[config.mk]
export PLATFORM = sky130hd
export DESIGN_NAME = rcv_stream_ctrl
export DESIGN_NICKNAME = d
export VERILOG_FILES = /design/src/rtl/rcv_stream_ctrl.sv
export SDC_FILE = /design/constraint.sdc
export NUM_CORES = 1
export LEC_CHECK = 0
export CAP_MARGIN = 5
export CORE_AREA = 2 2 97 99
export DETAILED_ROUTE_END_ITERATION = 8
export DIE_AREA = 0 0 99 101
export PLACE_DENSITY = 0.77
export SETUP_SLACK_MARGIN = 0.15
export SYNTH_ARGS = -nofsm -noshare
export SYNTH_HDL_FRONTEND = slang
export SYNTH_SLANG_ARGS = --single-unit
[constraint.sdc]
create_clock -name clk -period 2.75 [get_ports clk]
set_input_delay 0.275 -clock clk [delete_from_list [all_inputs] [get_ports clk]]
set_output_delay 0.275 -clock clk [all_outputs]
set_load 0.1 [all_outputs]
[src/rtl/rcv_stream_ctrl.sv]
// rcv_stream_ctrl: host-side sequencer for the UART receiver. It acknowledges each
// received byte with a one-cycle data_read pulse and moves {parity, byte} into a
// DEPTH-entry show-ahead FIFO, and it keeps saturating error and drop counters.
// Ports: clk/n_rst (async active-low); enable gates new transactions;
//   rx_data/even_parity_bit/data_ready/overrun_error/framing_error come from the receiver;
//   data_read acks the receiver; pop/clr_counts come from the host;
//   fifo_* expose the FIFO head and its status; *_cnt are the counters; busy = FSM not idle.
module rcv_stream_ctrl #(
    parameter int DEPTH = 8,
    parameter int CNT_W = 8
) (
    input  logic                     clk,
    input  logic                     n_rst,
    input  logic                     enable,
    input  logic [7:0]               rx_data,
    input  logic                     data_ready,
    input  logic                     overrun_error,
    input  logic                     framing_error,
    input  logic                     even_parity_bit,
    output logic                     data_read,
    input  logic                     pop,
    input  logic                     clr_counts,
    output logic [7:0]               fifo_data,
    output logic                     fifo_parity,
    output logic                     fifo_empty,
    output logic                     fifo_full,
    output logic [$clog2(DEPTH):0]   fifo_count,
    output logic [CNT_W-1:0]         framing_err_cnt,
    output logic [CNT_W-1:0]         overrun_cnt,
    output logic [CNT_W-1:0]         drop_cnt,
    output logic                     busy
);

    localparam int AW = $clog2(DEPTH);
    localparam logic [AW:0] FULL_CNT = (AW+1)'(DEPTH);
    localparam logic [CNT_W-1:0] CNT_MAX = {CNT_W{1'b1}};

    typedef enum logic [1:0] {IDLE, READ, WAIT_CLR} state_t;

    state_t            state_q;
    logic              data_read_q;
    logic [AW-1:0]     wr_ptr_q, wr_ptr_d;
    logic [AW-1:0]     rd_ptr_q, rd_ptr_d;
    logic [AW:0]       count_q, count_d;
    logic [8:0]        mem_q [DEPTH];
    logic              fe_q, ov_q;
    logic [CNT_W-1:0]  fe_cnt_q, fe_cnt_d;
    logic [CNT_W-1:0]  ov_cnt_q, ov_cnt_d;
    logic [CNT_W-1:0]  drop_cnt_q, drop_cnt_d;
    logic              push, pop_ok, push_ok, drop;

    always_ff @(posedge clk or negedge n_rst) begin
        if (!n_rst) begin
            state_q     <= IDLE;
            data_read_q <= 1'b0;
        end else begin
            unique case (state_q)
                IDLE: begin
                    if (enable && data_ready) begin
                        state_q     <= READ;
                        data_read_q <= 1'b1;
                    end
                end
                READ: begin
                    state_q     <= WAIT_CLR;
                    data_read_q <= 1'b0;
                end
                WAIT_CLR: begin
                    if (!data_ready) begin
                        state_q <= IDLE;
                    end
                end
                default: begin
                    state_q     <= IDLE;
                    data_read_q <= 1'b0;
                end
            endcase
        end
    end

    // Capture happens on the edge that leaves READ; a pop in the same
    // cycle frees a slot, so a full FIFO still accepts the byte.
    assign push    = (state_q == READ);
    assign pop_ok  = pop && (count_q != '0);
    assign push_ok = push && ((count_q != FULL_CNT) || pop_ok);
    assign drop    = push && !push_ok;

    always_comb begin
        wr_ptr_d = wr_ptr_q;
        rd_ptr_d = rd_ptr_q;
        count_d  = count_q;
        if (push_ok) begin
            wr_ptr_d = wr_ptr_q + 1'b1;
        end
        if (pop_ok) begin
            rd_ptr_d = rd_ptr_q + 1'b1;
        end
        if (push_ok && !pop_ok) begin
            count_d = count_q + 1'b1;
        end else if (pop_ok && !push_ok) begin
            count_d = count_q - 1'b1;
        end
    end

    always_comb begin
        fe_cnt_d   = fe_cnt_q;
        ov_cnt_d   = ov_cnt_q;
        drop_cnt_d = drop_cnt_q;
        if (clr_counts) begin
            fe_cnt_d   = '0;
            ov_cnt_d   = '0;
            drop_cnt_d = '0;
        end else begin
            if (framing_error && !fe_q && fe_cnt_q != CNT_MAX) begin
                fe_cnt_d = fe_cnt_q + 1'b1;
            end
            if (overrun_error && !ov_q && ov_cnt_q != CNT_MAX) begin
                ov_cnt_d = ov_cnt_q + 1'b1;
            end
            if (drop && drop_cnt_q != CNT_MAX) begin
                drop_cnt_d = drop_cnt_q + 1'b1;
            end
        end
    end

    always_ff @(posedge clk or negedge n_rst) begin
        if (!n_rst) begin
            wr_ptr_q   <= '0;
            rd_ptr_q   <= '0;
            count_q    <= '0;
            fe_q       <= 1'b0;
            ov_q       <= 1'b0;
            fe_cnt_q   <= '0;
            ov_cnt_q   <= '0;
            drop_cnt_q <= '0;
        end else begin
            wr_ptr_q   <= wr_ptr_d;
            rd_ptr_q   <= rd_ptr_d;
            count_q    <= count_d;
            fe_q       <= framing_error;
            ov_q       <= overrun_error;
            fe_cnt_q   <= fe_cnt_d;
            ov_cnt_q   <= ov_cnt_d;
            drop_cnt_q <= drop_cnt_d;
        end
    end

    // Storage needs no reset: contents are only observed when count is non-zero.
    always_ff @(posedge clk) begin
        if (push_ok) begin
            mem_q[wr_ptr_q] <= {even_parity_bit, rx_data};
        end
    end

    assign data_read       = data_read_q;
    assign busy            = (state_q != IDLE);
    assign fifo_data       = mem_q[rd_ptr_q][7:0];
    assign fifo_parity     = mem_q[rd_ptr_q][8];
    assign fifo_count      = count_q;
    assign fifo_empty      = (count_q == '0);
    assign fifo_full       = (count_q == FULL_CNT);
    assign framing_err_cnt = fe_cnt_q;
    assign overrun_cnt     = ov_cnt_q;
    assign drop_cnt        = drop_cnt_q;

endmodule

## Word level (Yosys, flattened, before mapping)

Memories as Yosys holds them, arrays and structs flattened.
Cells that the tools add are included.

| storage, ports and cells | value |
|---|---|
| bits in registers | 39 |
| bits in latches | 0 |
| bits in writable memories | 72 |
| ROM bits | 0 |
| input port bits | 17 |
| output and inout port bits | 41 |
| logic and storage cells | 69 |
| memories kept | 1 |

Memory list:

| memory | words | bits a word | rd ports | clocked after Yosys merged registers in | wr ports | line | RTL |
|---|---|---|---|---|---|---|---|
| mem_q | 8 | 9 | 1 | 0 | 1 | 45 | `logic [8:0] mem_q [DEPTH];` |

| cells by class | value |
|---|---|
| add/sub/neg operators | 7 |
| multiply operators | 0 |
| div/mod/pow operators | 0 |
| magnitude comparators | 0 |
| equal/unequal tests | 9 |
| shift-type cells | 0 |
| multiplexer cells | 15 |
| bitwise logic cells | 1 |
| reduce and logical (&&, ||, !) cells | 26 |

Operators by type and width:

| operator | count |
|---|---|
| 8-bit two-way mux | 6 |
| 8-bit by 1-bit adder with 8-bit output, second input constant | 3 |
| 8-bit != test, second input constant | 3 |
| 1-bit logical AND | 11 |
| 2-bit nonzero test | 5 |
| 4-bit two-way mux | 2 |
| 3-bit by 1-bit adder with 3-bit output, second input constant | 2 |
| 2-bit case mux with 3 select lines | 1 |
| 4-bit by 1-bit adder with 4-bit output, second input constant | 1 |
| 4-bit equality test, second input constant | 1 |
| 1-bit zero test | 4 |
| 4-bit zero test | 1 |
| 2-bit two-way mux | 2 |
| 2-bit != test, second input constant | 2 |
| 4-bit != test, second input constant | 1 |
| 2-bit AND reduction | 2 |
| 4-bit nonzero test | 1 |
| 4-bit by 1-bit subtractor with 4-bit output, second input constant | 1 |
| 1-bit two-way mux | 3 |
| 2-bit by 1-bit equality test with 1-bit output, second input constant | 1 |
| 2-bit equality test, second input constant | 1 |
| 2-bit zero test | 1 |
| 1-bit case mux with 2 select lines | 1 |
| 1-bit logical OR | 1 |
| 1-bit inverter | 1 |

## Longest topological paths before layout

Gate-level depths: netlist of run 1.

| logic depth | value |
|---|---|
| word-level depth | 9 |
| mapped depth | 10 |
| gate-level depth less buffers | 10 |

## Worst setup path after synthesis of run 1

Ideal clock, no wire load.

| path | value |
|---|---|
| kind | register to register |
| from | reg count_q[1], in the netlist fifo_count[1] |
| to | reg count_q[3], in the netlist fifo_count[3] |
| library setup time | 0.136 ns |
| data arrival time | 5.594 ns |
| required time | 2.614 ns |
| path slack | -2.981 ns |
| cell stages (with the launch flop) | 9 |
| buffers on the path | 0 |
| period minus slack after synthesis | 5.731 ns |
| cell sequence | dfrtp_1 nor4_1 nand2b_1 ha_1 inv_1 ha_1 a21o_2 a2111oi_0 o31ai_1 |

| between the ends | value |
|---|---|
| cells in the longest elaborated chain, start to end | 7 |
| elaborated cells between the ends (all ways) | 14 |
| those cells by class | 2 x add/sub; 1 x eq/ne; 2 x mux; 9 x reduce/logical |

RTL lines:

| what | line | RTL |
|---|---|---|
| start, declared | 44 | `logic [AW:0] count_q, count_d;` |
| start signal, assigned | 139 | `count_q <= count_d;` |
| branches (longest 7 deep; another with 4-bit by 1-bit subtractor with 4-bit output) | -- |  |

Several ways; the timed one is not identified. The select of a mux whose other input is x is not followed.
A chain may end at the register's enable or synchronous reset.

## Worst setup path in the final report of run 1

| path | value |
|---|---|
| from | reg rd_ptr_q[0] |
| to | out fifo_data[0] |

| between the ends | value |
|---|---|
| cells in the longest elaborated chain, start to end | 1 |

RTL lines:

| what | line | RTL |
|---|---|---|
| start, declared | 43 | `logic [AW-1:0] rd_ptr_q, rd_ptr_d;` |
| start signal, assigned | 138 | `rd_ptr_q <= rd_ptr_d;` |
| memory 8 x 9 bit | -- |  |
| end, declared | 23 | `output logic [7:0] fifo_data,` |

No other way between the ends.

==> results.cfg, run 1 <==
[status]
outcome = finished, final reports clean

[routing]
drtPass1Iterations = 4
vias = 2923
routed_via_density = 5.89
detail_route.wl_per_cell_um = 18.9
final_routed_wirelength_mm = 9.39
drt_drc_violations_left = 0
final_antenna_net_count = 0
detailedRoute.firstIterationViolations = 119

[cts]
worstSkewPairLatency_ns = 0.38
cts_tree = done
postCtsResizedCells = 0
cts-buffers-inserted = 9
post-cts-setup-buffer-count = 0
holdBufCountCts = 0
cts_root_buf = sky130_fd_sc_hd__clkbuf_8
clock_tree.buffer_depth = 2
numClockSinks = 111
total_number_of_h_tree_levels = 3
clkSlewWorstSetupHoldPaths_ns = 0.11

[synthesis]
syn-cell-area_mm2 = 0.00476
yosys-top-cells-count = sky130_fd_sc_hd__edfxtp_1, sky130_fd_sc_hd__dfrtp_1, sky130_fd_sc_hd__mux4_2, sky130_fd_sc_hd__nor2_1, sky130_fd_sc_hd__nand2_1
post-synth-top-count-cell = sky130_fd_sc_hd__edfxtp_1
syn_area_per_cell_um2 = 15.2
yosys.cell_types.count = 50
synth.net_count = 339
yosys_warnings = 0
dominantRegCellSynth = sky130_fd_sc_hd__edfxtp_1
synthTopCellsByArea = sky130_fd_sc_hd__edfxtp_1, sky130_fd_sc_hd__dfrtp_1, sky130_fd_sc_hd__mux4_2
synth_area_leader_cell = sky130_fd_sc_hd__edfxtp_1
postSynthRegisterBits = 111
synthCells = 313
number_of_enable_flip_flop_cells_after_synthesis = 72
async_reset_ff_share_pct = 35.1
yosysSeqAreaShare_pct = 65.9
synth.top_cell.area_share_pct = 45.4

[final_layout]
regArea_mm2 = 0.00315
layout.filler_cells = 652
multi_input_comb_area_mm2 = 0.00163
drive_gt1_share_pct = 30.6
num_antenna_cells = 0
area_growth_syn_to_fin_pct = 21.9
num-nets-final = 406

[power_and_ir_drop]
cell_internal_pwr_uw = 3440
comb_power_share_pct = 47.2
sw_frac_of_total_pct = 42.3
clkPwrFrac_pct = 17.0
power.share.sequential_pct = 35.8
ir_drop_mv = 0.432
static-leakage-power_uw = 0.00217
p_per_area_mw_per_mm2 = 1030
net-switching-power_uw = 2520

[hold_path]
holdCritPathClass = in2async

[floorplanning]
ios = 58
initial_core_util_pct = 53.0
core_mm2 = 0.00898
die_wd_um = 99
die_area_mm2 = 0.0100
num_rows = 35
die_height_um = 101

[flow_run]
max_cap_viol_count = 0

[global_route]
via_count_of_the_first_global_routing_pass = 2887
grt_util_all_layers_pct = 19.8
grt_antenna_before_repair = 0
grt_overflow_total = 0
grt_max_degree = 40
wire_length_of_the_first_global_routing_pass_mm = 14.9

[timing]
unrepaired_setup_endpoints_after_global_routing = no
finalHoldViolCount = 0
drv_slew = 0
worst_slew_pin_slew_ns = 0.903
final.period_utilization_pct = 88.0
fin_ws_ns = 0.329
totalNegativeSetupSlack_ns = 0
finalClockSkew_ns = 0.0115
max_freq_mhz = 413
finalSetupViolCount = 0
finalWorstPathRequiredPeriod_ns = 2.42
timing.slew.headroom_pct = 39.8

[critical_path]
cpPeakStageDelay_ns = 0.58
worstPathArrival_ns = 2.15
crit_path_end_kind = output port
worst_r2r_path_depth = 10
worstReg2RegEnd = fifo_count[3]
startpoint_type = flip-flop
critPathRequiredTime_ns = 2.48
worstPathMaxFanout = 20
source_of_the_worst_register_to_register_timing_path = fifo_count[0]
critical_path.cell_chain = buf_4 -> mux4_2 -> mux2_2 -> buf_12
r2r_setup_slack_ns = 0.35
critPathLaunch = rd_ptr_q[0]
worst-setup-path-type = reg2out
timing.critical_path.slowest_stage_cell = sky130_fd_sc_hd__mux4_2
cp-endpoint = fifo_data[0]

[place]
buffer_ports.inserted = 57
placement.setup.worst_slack_ns = 0.268
dpl.hpwl_mm = 6.17
finalWeightedCongestion = 0.790
-- worst min-delay path by stage --
stage | start | endpoint | slack [ns] | cells after the start
3_5_place_dp | n_rst | data_read | 0.44 | 1
4_1_cts | n_rst | data_read | 0.04 | 1
5_1_grt | n_rst | rd_ptr_q[0] | 0.1 | 1
6_report | n_rst | rd_ptr_q[0] | 0.02 | 1
2_1_floorplan | n_rst | data_read | -0.02 | 0
3_3_place_gp | n_rst | data_read | 0.45 | 1
-- power by group through the flow --
stage                     registers (uW)  logic [uW]  clock network, uW
after floorplan                     2380        1780                  0
after global routing                2160        2920               1090
final                               2130        2810               1010
after CTS                           2130        2850               1020
after global placement              2160        2790                  0
after detailed placement            2170        2840                  0
-- sequential cells by signal, summed over array words and instances (netlist names) --
| signal | cells |
|---|---|
| drop_cnt | 8 |
| fifo_count | 4 |
| overrun_cnt | 8 |
| wr_ptr_q | 3 |
| rd_ptr_q | 3 |
| ov_q | 1 |
| state_q | 2 |
| framing_err_cnt | 8 |
| mem_q | 72 |
| fe_q | 1 |
| data_read | 1 |
-- worst max-delay path: cells and delay by family, from the launching register on --
kind / cells / cell delay (ns)
buf+inv: 2 / 0.53
mux: 2 / 0.89
flops: 1 / 0.34
-- kinds of logic after synthesis --
group | after synthesis | share of synthesized area (%)
muxes | 33 | 12.0
xor gates and xnor gates | 12 | 2.21
DFF | 111 | 65.9
buffers and inverters | 19 | 1.71
AOI/OAI and AO/OA | 39 | 5.39
and+or+nand+nor | 90 | 10.3
adders and majority gates | 9 | 2.52
-- stage by stage --
stage          power, uW  hold WS [ns]  util, %  instance area (um2)  std cells
3_5_place_dp        5010         0.444     62.4                 5600        480
5_1_grt             6160        0.0975     64.6                 5800        496
4_1_cts             6000        0.0414     64.6                 5800        496
3_3_place_gp        4950         0.445     62.4                 5600        480
6_report            5960        0.0177     64.6                 5800        496
2_1_floorplan       4160       -0.0206        -                 4870        313
-- layout make-up --
type                    count  share of cell area (%)
inverters                   9                   0.625
repair buffers             66                    11.1
multi-input cells         183                    28.1
clock buffers               9                    2.13
clock inverters             7                    1.36
flip-flops and latches    111                    54.3
well taps                 111                    2.39
-- per-layer routing --
metal	vias up	part of all wire [%]	global-route usage (%)
met2	80	50	33.4
met4	0	2.6	8.85
met5	-	0	0
li1	1347	-	-
met3	15	4.4	3.19
met1	1481	43	25.6
-- layout by cell type, fill, tap and decap left out, drive strengths merged, types with 3 or more instances in the layout --
master,count
dfrtp,39
inv,12
nand4,5
nor3,10
nand2b,5
nand2,17
nor2b,3
o31ai,4
and3,6
mux2i,4
nand3,8
xnor2,5
or4,4
ha,8
buf,51
clkbuf,9
or3,3
mux4,18
a21o,3
xor2,7
o21ai,10
nor4,3
o211ai,3
mux2,11
edfxtp,72
clkdlybuf4s50,15
nor2,17
a21oi,9
Note: power is estimated with default switching activity, not from simulation.
==> run 2, diff against run 1 <==
Settings changed: CTS_CLUSTER_SIZE from default to 8.
==> results of run 2 <==
No change in the layout: final DEF, timing and power equal those of run 1.
